===== src/rtl/muldiv_pkg.sv =====
// Shared types and helpers for the multi-cycle RV32M/RV64M multiply/divide unit.
package muldiv_pkg;

  typedef enum logic [2:0] {
    OP_MUL    = 3'b000,
    OP_MULH   = 3'b001,
    OP_MULHSU = 3'b010,
    OP_MULHU  = 3'b011,
    OP_DIV    = 3'b100,
    OP_DIVU   = 3'b101,
    OP_REM    = 3'b110,
    OP_REMU   = 3'b111
  } op_e;

  typedef enum logic [1:0] {
    ST_IDLE = 2'd0,
    ST_CALC = 2'd1,
    ST_DONE = 2'd2
  } state_e;

  function automatic logic is_signed_rs1(op_e op);
    return (op == OP_MULH) || (op == OP_MULHSU) || (op == OP_DIV) || (op == OP_REM);
  endfunction

  function automatic logic is_signed_rs2(op_e op);
    return (op == OP_MULH) || (op == OP_DIV) || (op == OP_REM);
  endfunction

  function automatic logic is_div(op_e op);
    return op[2];
  endfunction

  function automatic logic is_rem(op_e op);
    return op[2] & op[1];
  endfunction

  // Iteration counter must hold the value XLEN itself.
  function automatic int unsigned cnt_width(int unsigned xlen);
    return $clog2(xlen + 1);
  endfunction

endpackage


===== src/rtl/muldiv_signfix.sv =====
// Two-lane conditional two's-complement negate: magnitudes on accept, sign restore at completion.
module muldiv_signfix #(
  parameter int unsigned WA = 32,
  parameter int unsigned WB = 32
) (
  input  logic [WA-1:0] a_i,
  input  logic          neg_a_i,
  input  logic [WB-1:0] b_i,
  input  logic          neg_b_i,
  output logic [WA-1:0] a_c_o,
  output logic [WB-1:0] b_c_o
);

  assign a_c_o = neg_a_i ? (~a_i + WA'(1)) : a_i;
  assign b_c_o = neg_b_i ? (~b_i + WB'(1)) : b_i;

endmodule


===== src/rtl/muldiv_unit.sv =====
// Multi-cycle M-extension unit: one result bit per cycle, registered result and tag,
// combinational stall toward the hazard logic.
module muldiv_unit
  import muldiv_pkg::*;
#(
  parameter int unsigned XLEN  = 32,
  parameter int unsigned TAG_W = 5
) (
  input  logic             clk_i,
  input  logic             rst_i,
  input  logic             start_i,
  input  logic [2:0]       op_i,
  input  logic [XLEN-1:0]  rs1_i,
  input  logic [XLEN-1:0]  rs2_i,
  input  logic [TAG_W-1:0] rd_i,
  input  logic             flush_i,
  output logic             stall_o,
  output logic             done_o,
  output logic [XLEN-1:0]  result_o,
  output logic [TAG_W-1:0] rd_o
);

  localparam int unsigned CNT_W = cnt_width(XLEN);
  localparam int unsigned AW    = 2 * XLEN;
  localparam logic [XLEN-1:0] INT_MIN = XLEN'(1) << (XLEN - 1);

  state_e             state_q, state_d;
  logic [CNT_W-1:0]   cnt_q, cnt_d;
  op_e                op_q, op_d;
  logic [TAG_W-1:0]   tag_q, tag_d;
  logic               s1_q, s1_d, s2_q, s2_d;
  logic [XLEN-1:0]    mc_q, mc_d;
  logic [AW-1:0]      acc_q, acc_d;
  logic [XLEN-1:0]    result_q, result_d;
  logic [TAG_W-1:0]   rd_q, rd_d;
  logic               done_q, done_d;

  op_e                op_in;
  logic               accept, sgn1_in, sgn2_in, div0, ovf, special;
  logic [XLEN-1:0]    mag1, mag2, spec_val;
  logic [XLEN:0]      mul_sum, rem_sh;
  logic               q_bit;
  logic [XLEN-1:0]    rem_new;
  logic [AW-1:0]      mul_nx, div_nx, acc_nx, fix_a;
  logic [XLEN-1:0]    div_sel, fix_b, calc_res;

  assign op_in   = op_e'(op_i);
  assign accept  = (state_q == ST_IDLE) && start_i && !flush_i;
  assign stall_o = accept || (state_q == ST_CALC);

  assign sgn1_in = is_signed_rs1(op_in) & rs1_i[XLEN-1];
  assign sgn2_in = is_signed_rs2(op_in) & rs2_i[XLEN-1];

  muldiv_signfix #(.WA(XLEN), .WB(XLEN)) u_opfix (
    .a_i     (rs1_i),
    .neg_a_i (sgn1_in),
    .b_i     (rs2_i),
    .neg_b_i (sgn2_in),
    .a_c_o   (mag1),
    .b_c_o   (mag2)
  );

  // Divide-by-zero and signed overflow finish straight from IDLE with fixed results.
  assign div0    = (rs2_i == '0);
  assign ovf     = ((op_in == OP_DIV) || (op_in == OP_REM)) && (rs1_i == INT_MIN) && (rs2_i == '1);
  assign special = is_div(op_in) && (div0 || ovf);
  always_comb begin
    spec_val = '0;
    if (div0) spec_val = is_rem(op_in) ? rs1_i : '1;
    else      spec_val = is_rem(op_in) ? '0 : rs1_i;
  end

  // One shift-add / restoring shift-subtract step on the accumulator.
  assign mul_sum = {1'b0, acc_q[AW-1:XLEN]} + (acc_q[0] ? {1'b0, mc_q} : '0);
  assign mul_nx  = {mul_sum, acc_q[XLEN-1:1]};
  assign rem_sh  = acc_q[AW-1:XLEN-1];
  assign q_bit   = (rem_sh >= {1'b0, mc_q});
  assign rem_new = q_bit ? (rem_sh[XLEN-1:0] - mc_q) : rem_sh[XLEN-1:0];
  assign div_nx  = {rem_new, acc_q[XLEN-2:0], q_bit};
  assign acc_nx  = is_div(op_q) ? div_nx : mul_nx;

  assign div_sel = is_rem(op_q) ? acc_nx[AW-1:XLEN] : acc_nx[XLEN-1:0];

  muldiv_signfix #(.WA(AW), .WB(XLEN)) u_resfix (
    .a_i     (acc_nx),
    .neg_a_i (s1_q ^ s2_q),
    .b_i     (div_sel),
    .neg_b_i (is_rem(op_q) ? s1_q : (s1_q ^ s2_q)),
    .a_c_o   (fix_a),
    .b_c_o   (fix_b)
  );

  always_comb begin
    calc_res = fix_b;
    case (op_q)
      OP_MUL:                       calc_res = fix_a[XLEN-1:0];
      OP_MULH, OP_MULHSU, OP_MULHU: calc_res = fix_a[AW-1:XLEN];
      default:                      calc_res = fix_b;
    endcase
  end

  // Next-state and datapath control.
  always_comb begin
    state_d  = state_q;
    cnt_d    = cnt_q;
    op_d     = op_q;
    tag_d    = tag_q;
    s1_d     = s1_q;
    s2_d     = s2_q;
    mc_d     = mc_q;
    acc_d    = acc_q;
    result_d = result_q;
    rd_d     = rd_q;
    done_d   = 1'b0;
    case (state_q)
      ST_IDLE: begin
        if (accept) begin
          op_d  = op_in;
          tag_d = rd_i;
          s1_d  = sgn1_in;
          s2_d  = sgn2_in;
          mc_d  = is_div(op_in) ? mag2 : mag1;
          acc_d = {{XLEN{1'b0}}, (is_div(op_in) ? mag1 : mag2)};
          if (special) begin
            state_d  = ST_DONE;
            result_d = spec_val;
            rd_d     = rd_i;
            done_d   = 1'b1;
          end else begin
            state_d = ST_CALC;
            cnt_d   = CNT_W'(XLEN);
          end
        end
      end
      ST_CALC: begin
        if (flush_i) begin
          state_d = ST_IDLE;
          cnt_d   = '0;
        end else begin
          acc_d = acc_nx;
          cnt_d = cnt_q - CNT_W'(1);
          if (cnt_q == CNT_W'(1)) begin
            state_d  = ST_DONE;
            result_d = calc_res;
            rd_d     = tag_q;
            done_d   = 1'b1;
          end
        end
      end
      ST_DONE: state_d = ST_IDLE;
      default: state_d = ST_IDLE;
    endcase
  end

  always_ff @(posedge clk_i or negedge rst_i) begin
    if (!rst_i) begin
      state_q  <= ST_IDLE;
      cnt_q    <= '0;
      op_q     <= OP_MUL;
      tag_q    <= '0;
      s1_q     <= 1'b0;
      s2_q     <= 1'b0;
      mc_q     <= '0;
      acc_q    <= '0;
      result_q <= '0;
      rd_q     <= '0;
      done_q   <= 1'b0;
    end else begin
      state_q  <= state_d;
      cnt_q    <= cnt_d;
      op_q     <= op_d;
      tag_q    <= tag_d;
      s1_q     <= s1_d;
      s2_q     <= s2_d;
      mc_q     <= mc_d;
      acc_q    <= acc_d;
      result_q <= result_d;
      rd_q     <= rd_d;
      done_q   <= done_d;
    end
  end

  assign done_o   = done_q;
  assign result_o = result_q;
  assign rd_o     = rd_q;

endmodule

===== config.mk =====
export PLATFORM = sky130hd
export DESIGN_NAME = muldiv_unit
export DESIGN_NICKNAME = d
export VERILOG_FILES = /design/src/rtl/muldiv_pkg.sv /design/src/rtl/muldiv_signfix.sv /design/src/rtl/muldiv_unit.sv
export SDC_FILE = /design/constraint.sdc
export NUM_CORES = 1
export LEC_CHECK = 0
export ABC_AREA = 1
export BUFFER_PORTS_ARGS = -buffer_cell sky130_fd_sc_hd__clkbuf_2
export CORE_MARGIN = 3
export CORE_UTILIZATION = 40
export CTS_BUF_LIST = sky130_fd_sc_hd__clkbuf_16
export DETAILED_ROUTE_END_ITERATION = 7
export SLEW_MARGIN = 20
export SYNTH_ARGS = -nofsm -noshare
export SYNTH_HDL_FRONTEND = slang
export SYNTH_HIERARCHICAL = 1
export SYNTH_SLANG_ARGS = --single-unit

===== constraint.sdc =====
create_clock -name clk_i -period 5 [get_ports clk_i]
set_input_delay 0.75 -clock clk_i [delete_from_list [all_inputs] [get_ports clk_i]]
set_output_delay 0.75 -clock clk_i [all_outputs]
set_load 0.005 [all_outputs]

* Word level (Yosys, flattened, before mapping) *
Index checks and enable logic that the tools add are counted.

cells by class
  $add $sub $neg = 7
  magnitude comparators = 1
  equal/unequal tests = 17
  multiplexer cells = 42
  bitwise operators = 9
  reductions and logical operators = 24

operators by type and width
  cell                                                  count
  2-to-1 mux 32 bit                                     15
  2-to-1 mux 64 bit                                     4
  case mux 32 bit (2 select lines)                      2
  case mux 64 bit (2 select lines)                      1
  adder 32 x 1 -> 32 bit (second input constant)        3
  inverter 32 bit                                       3
  adder 64 x 1 -> 64 bit (second input constant)        1
  equality test 32 bit (second input constant)          2
  inverter 64 bit                                       1
  adder 32 x 32 -> 33 bit                               1
  greater-or-equal comparator 33 x 32 -> 1 bit          1
  zero test 32 bit                                      1
  subtractor 32 bit                                     1
  2-to-1 mux 5 bit                                      4
  2-to-1 mux 6 bit                                      3
  case mux 6 bit (2 select lines)                       1
  case mux 5 bit (2 select lines)                       1
  equality test 3 x 2 -> 1 bit (second input constant)  3
  logical OR 1 bit                                      8
  2-to-1 mux 2 bit                                      4
  != test 2 bit (second input constant)                 4
  equality test 3 x 1 -> 1 bit (second input constant)  2
  equality test 3 bit (second input constant)           2
  equality test 6 x 1 -> 1 bit (second input constant)  1
  other kinds (18)                                      31

storage, ports and cells
  register bits after elaboration = 152
  output and inout bits = 39

* Depth between registers and ports, before layout *
  depth in word-level cells = 11
  depth in mapped cells = 34
  mapped depth without buffers = 33

* Hierarchy *
The synthesis kept the hierarchy.

by module, submodules not included
  module                      instances  cells each  area an instance (µm²)
  muldiv_unit                 1          2542        15020.7
  muldiv_signfix at u_resfix  1          687         3200.6
  muldiv_signfix at u_opfix   1          465         2099.5

* Worst setup path before layout *
Ideal clock, no wire load.

  path kind = flip-flop to flip-flop
  from = register acc_q[0]
  to = register result_q[28] (netlist: result_o[28])
  arrival = 3585 ps
  data required time = 4883 ps
  slack = 1298 ps
  stages on the path, launching flop included = 34
  buffers on the path = 2
  cell sequence = dfrtp_1 > clkbuf_1 > clkbuf_1 > nand2_1 > inv_1 > ha_1 > fa_1 > nand2_1 > nand2_1 > o21ai_0 > inv_1 > nand2_1 > nand2_1 > nand2_1 > nand2_1 > nand3_1 > nand2_1 > nand2_1 > nand3_1 > and2_1 > nor2_1 > nand2_1 > nor2_1 > nand2_1 > o21ai_0 > nand2_1 > nand2_1 > nand2_1 > inv_1 > o21ai_0 > o21ai_0 > o21ai_0 > nand2_1 > nand2_1

between the ends
  elaborated cells on any way between the ends = 14
  classes of those cells = add/sub (3); mux (9); bitwise (2)

RTL lines
  what                              line                  RTL
  start: declaration                muldiv_unit.sv:33     logic [AW-1:0] acc_q, acc_d;
  start signal: assignment          muldiv_unit.sv:164    acc_q <= '0;
  start signal: assignment          muldiv_unit.sv:176    acc_q <= acc_d;
  2-to-1 mux 32 bit                 muldiv_unit.sv:74     assign mul_sum = {1'b0, acc_q[AW-1:XLEN]} + (acc_q[0] ? {1'b0, mc_q} : '0);
  adder 32 x 32 -> 33 bit           muldiv_unit.sv:74
  2-to-1 mux 64 bit                 muldiv_unit.sv:80     assign acc_nx = is_div(op_q) ? div_nx : mul_nx;
  named net acc_nx[51]              muldiv_unit.sv:44     logic [AW-1:0] mul_nx, div_nx, acc_nx, fix_a;
  inverter 64 bit                   muldiv_signfix.sv:14  assign a_c_o = neg_a_i ? (~a_i + WA'(1)) : a_i;
  adder 64 x 1 -> 64 bit            muldiv_signfix.sv:14
  2-to-1 mux 64 bit                 muldiv_signfix.sv:14
  named net fix_a[60]               muldiv_unit.sv:44
  case mux 32 bit (2 select lines)  muldiv_unit.sv:95     case (op_q)
  2-to-1 mux 32 bit                 muldiv_unit.sv:142    if (cnt_q == CNT_W'(1)) begin
  2-to-1 mux 32 bit                 muldiv_unit.sv:136    if (flush_i) begin
  case mux 32 bit (2 select lines)  muldiv_unit.sv:115    case (state_q)
  end signal: assignment            muldiv_unit.sv:177    result_q <= result_d;
  end: declaration                  muldiv_unit.sv:34     logic [XLEN-1:0] result_q, result_d;

The timed path passes the listed nets, and every way through them passes these cells. The select of a mux whose other input is x is not followed.
A chain may end at the register's enable or synchronous reset.

* Worst setup path in the final report *
  from = register acc_q[0]
  to = register result_q[18] (netlist: result_o[18])

between the ends
  cells in the longest elaborated chain, start to end = 11
  elaborated cells on any way between the ends = 14
  classes of those cells = add/sub (3); mux (9); bitwise (2)

RTL lines
  what                              line                  RTL
  2-to-1 mux 32 bit                 muldiv_unit.sv:74
  adder 32 x 32 -> 33 bit           muldiv_unit.sv:74
  2-to-1 mux 64 bit                 muldiv_unit.sv:80
  2-to-1 mux 32 bit                 muldiv_unit.sv:82     assign div_sel = is_rem(op_q) ? acc_nx[AW-1:XLEN] : acc_nx[XLEN-1:0];
  named net div_sel[10]             muldiv_unit.sv:45     logic [XLEN-1:0] div_sel, fix_b, calc_res;
  inverter 32 bit                   muldiv_signfix.sv:15  assign b_c_o = neg_b_i ? (~b_i + WB'(1)) : b_i;
  adder 32 x 1 -> 32 bit            muldiv_signfix.sv:15
  2-to-1 mux 32 bit                 muldiv_signfix.sv:15
  named net fix_b[18]               muldiv_unit.sv:45
  case mux 32 bit (2 select lines)  muldiv_unit.sv:95
  2-to-1 mux 32 bit                 muldiv_unit.sv:142
  2-to-1 mux 32 bit                 muldiv_unit.sv:136
  case mux 32 bit (2 select lines)  muldiv_unit.sv:115

The timed path passes the listed nets, and every way through them passes these cells. The select of a mux whose other input is x is not followed.

==> key figures <==
Status
  – Status: finished clean

Clock tree
  – CTS Buf Count: 17
  – Clock transition at path regs: ~0.070 ns
  – CTS H-tree depth: 4
  – CTS tree: done
  – CTS max path bufs: 2
  – CTS Root Buffer Type: clkbuf_16
  – Clock latency on the worst-skew pair: about 0.49 ns
  – Clk sink count: between 150 and 200

Cells and area
  – Syn-to-layout area delta: 11.6%
  – Number of diodes: 0
  – Final #Nets: 3,961
  – Ratio of cells with drive above 1 in the final layout: approximately a tenth
  – Fin area: between 20,000 and 25,000 um^2

STA
  – Final hold vios: 0
  – Fin crit share: 93.4%
  – Fmax: 0.214 GHz
  – Final setup vio count: 0
  – Total Neg Setup Slack: 0 ns
  – Final min period: approximately 4.7 ns
  – Clk_skew: around 0.016 ns
  – Max-slew violations: 0
  – Max transition margin: 23.0%
  – Measured slew at the worst slew-check pin: ~1.1 ns

Route
  – Residual DRC count: 0
  – WL final: 90.0 mm
  – Iter 0 DRT Violations: approximately 3,100
  – Post-DR wirelength/cell: approximately 20 um
  – DR vias/cell: 5.48
  – First-pass iteration count of the detailed router: 6
  – Via count: approximately 25,000
  – ANT nets after route: 0

Setup path
  – CP dominant cell by count: nand2_1
  – Worst Path Arrival: roughly 5 ns
  – Reg2reg path depth: 28
  – Worst Setup Start Kind: flop
  – Worst path max stage delay: 0.45 ns
  – Worst Path Class, Setup: flop to flop
  – CP endpoint kind: flop
  – WP data required: around 5.4 ns
  – CP Max Fanout: 30
  – Slowest-stage cell, CP: dfrtp_1

Power
  – Sequential share of power: about 14%
  – Internal power: between 6000 and 7000 uW
  – Sw Pwr: about 9500 uW
  – Pwr Total: 15,900 uW
  – Gate power share: 77.7%
  – VDD IR-drop max: 0.000291 V
  – Clock Power Share: roughly 8.5%
  – Sw frac: about three fifths
  – PD cells: 701 nW/um^2
  – Leakage power: around 0.012 uW

Logic synthesis
  – Synth warn: 6
  – Post-Syn Area: 20,300 um^2
  – Primary FF master, synth: dfrtp_1
  – Mapped Cells: about 3,700
  – Seq/Total Area, Yosys: between 10% and 20%
  – Synth async-reset ratio: 100%
  – Unique masters post-synth: 47
  – Synthesized flop and latch total: about 150
  – Post-synth EDFFs: 0
  – Avg Cell Area, Syn: 5.50 um^2
  – Syn Nets: approximately 3,800

Floorplanning
  – Die H: ~230 um
  – I/O Pins: 115
  – Die ar.: ~54,000 um^2
  – Core area: around 50,000 um^2
  – Initial Util: between 40% and 50%
  – Rows: around 80
  – Die W: between 200 and 250 um

Global route
  – First-pass GRT wire length: approximately 140 mm
  – Total grt overflow: 0
  – GRT Total Usage: roughly a third
  – Initial antenna violation count: 0
  – Pin count of the biggest net entering global routing: about 140
  – Number of global-route vias before repair: about 22,000

Place
  – Post-DP HPWL: roughly 73 mm
  – PortBufs: approximately 110
  – RD Place Congestion: a little over 1
  – Placed cell areas: 22,000 um^2

Hold path
  – Worst hold path class: primary input to asynchronous set/reset pin

Job
  – Max cap viols: 0
-- layout make-up --
type                            instances  area [um^2]
Fill cell                            5537        26900
Clock inverter                         15          155
Multi-Input combinational cell       2879        14000
Clock buffer                           17          425
Timing Repair Buffer                  234         1520
Inverter                              529         1990
Tap cell                              664          831
Sequential cell                       152         3810
-- synth_stat cells (all sizes together), types with 10 or more instances --
master,count,share of area [%]
o211ai,67,2.5
nand2,1279,24
nand4,48,1.5
ha,70,4.3
a31oi,12,0.37
o21bai,11,0.41
inv,527,9.7
buf,50,1.6
nor2,445,9.0
and2,17,0.52
nand3b,10,0.39
dfrtp,152,19
nor4,15,0.46
a21oi,116,2.9
xnor2,45,1.9
nand3,306,7.7
o21ai,331,8.4
nor3,13,0.32
clkbuf,84,1.6
xor2,57,2.5
-- stage by stage --
| step | utilization [%] | setup WS, ns | hold slack, ns | std cells |
|---|---|---|---|---|
| 2_1_floorplan | - | 1.30 | 0.453 | 3694 |
| 3_3_place_gp | 44.5 | 0.235 | 0.469 | 4455 |
| 3_5_place_dp | 44.5 | 0.285 | 0.475 | 4455 |
| 4_1_cts | 45.6 | 0.273 | 0.297 | 4487 |
| 5_1_grt | 45.8 | -0.0000560 | 0.298 | 4490 |
| 6_report | 45.8 | 0.331 | 0.238 | 4490 |
-- per-layer routing --
layer | GRT usage, % | up-vias | share of wire (%)
met5 | 0 | - | 0
met4 | 11.2 | 0 | 3.4
met3 | 6.39 | 134 | 9.4
met2 | 48.3 | 1115 | 41
met1 | 48.9 | 11400 | 46
li1 | - | 12000 | -
-- path summary, 6_finish.rpt --
| kind | startpoint | to | slack (ns) |
|---|---|---|---|
| setup / recovery | acc_q[0] | result_o[18] | 0.33 |
| max in group asynchronous | rst_i | result_o[30] | 3.65 |
| hold reg to reg | tag_q[2] | tag_q[2] | 0.49 |
| min in group clk_i | tag_q[2] | tag_q[2] | 0.49 |
| hold / removal | rst_i | mc_q[31] | 0.24 |
| setup reg to reg | acc_q[0] | result_o[18] | 0.33 |
-- critical path: cells and delay by family (launching register included) --
| kind | cells | cell delay [ns] |
|---|---|---|
| compound gates | 7 | 1.38 |
| buf+inv | 5 | 0.69 |
| flops | 1 | 0.45 |
| simple gates | 14 | 1.52 |
| fa+ha+maj | 1 | 0.39 |
| xor+xnor | 1 | 0.15 |
-- kinds of logic after synthesis --
kind of cell | count (synthesis) | synth area share [%]
AND/OR/NAND/NOR | 2142 | 44.0
buffers and inverters | 663 | 12.9
AO/OA/AOI/OAI | 563 | 15.5
flip-flops | 152 | 18.7
XOR/XNOR | 102 | 4.40
adder cells (fa/ha/maj) | 72 | 4.51
-- registers in the layout (all words and copies together), names as in the netlist --
signal and cells:
tag_q 5, rd_o 5, op_q 3, acc_q 64, cnt_q 6, mc_q 32, s1_q 1, result_o 32
s2_q 1, done_o 1, state_q 2
-- power by group through the flow --
stage,sequential (uW),combinational [uW],clock (uW)
after global placement,2180,12000,0
final,2190,12400,1360
after global routing,2240,13600,1420
after CTS,2170,12000,1380
after detailed placement,2180,11900,0
after floorplan,2040,7680,0
-- layout by cell type (no fill, tap or decap), types with 5 or more instances in the layout --
cell and n:
and2_1 16, or2_2 8, inv_1 518, nor2_1 409
xor2_1 56, clkbuf_2 113, a21oi_2 5, a21boi_0 7
buf_4 116, a21oi_1 111, nand3_1 298, clkbuf_16 17
o211ai_1 67, nand4_1 48, nand2_2 20, o21ai_0 305
a31oi_1 12, nor4_1 15, a22oi_1 9, inv_6 9
inv_2 8, nand2_1 1257, dfrtp_1 151, xnor2_1 45
nand3b_1 9, ha_1 67, o21ai_1 18, nor2_4 11
nor2_2 24, o21bai_1 11, o21ai_2 6, nor3_1 13
nand3_2 8
-- timing repair --
| item | CTS | global route |
|---|---|---|
| setup buffers | 0 | 3 |
| resized for setup | 0 | 21 |
| hold buffers | 0 | 0 |
| endpoints found under the setup margin | 0 | 18 |
(Power assumes the default switching activity.)
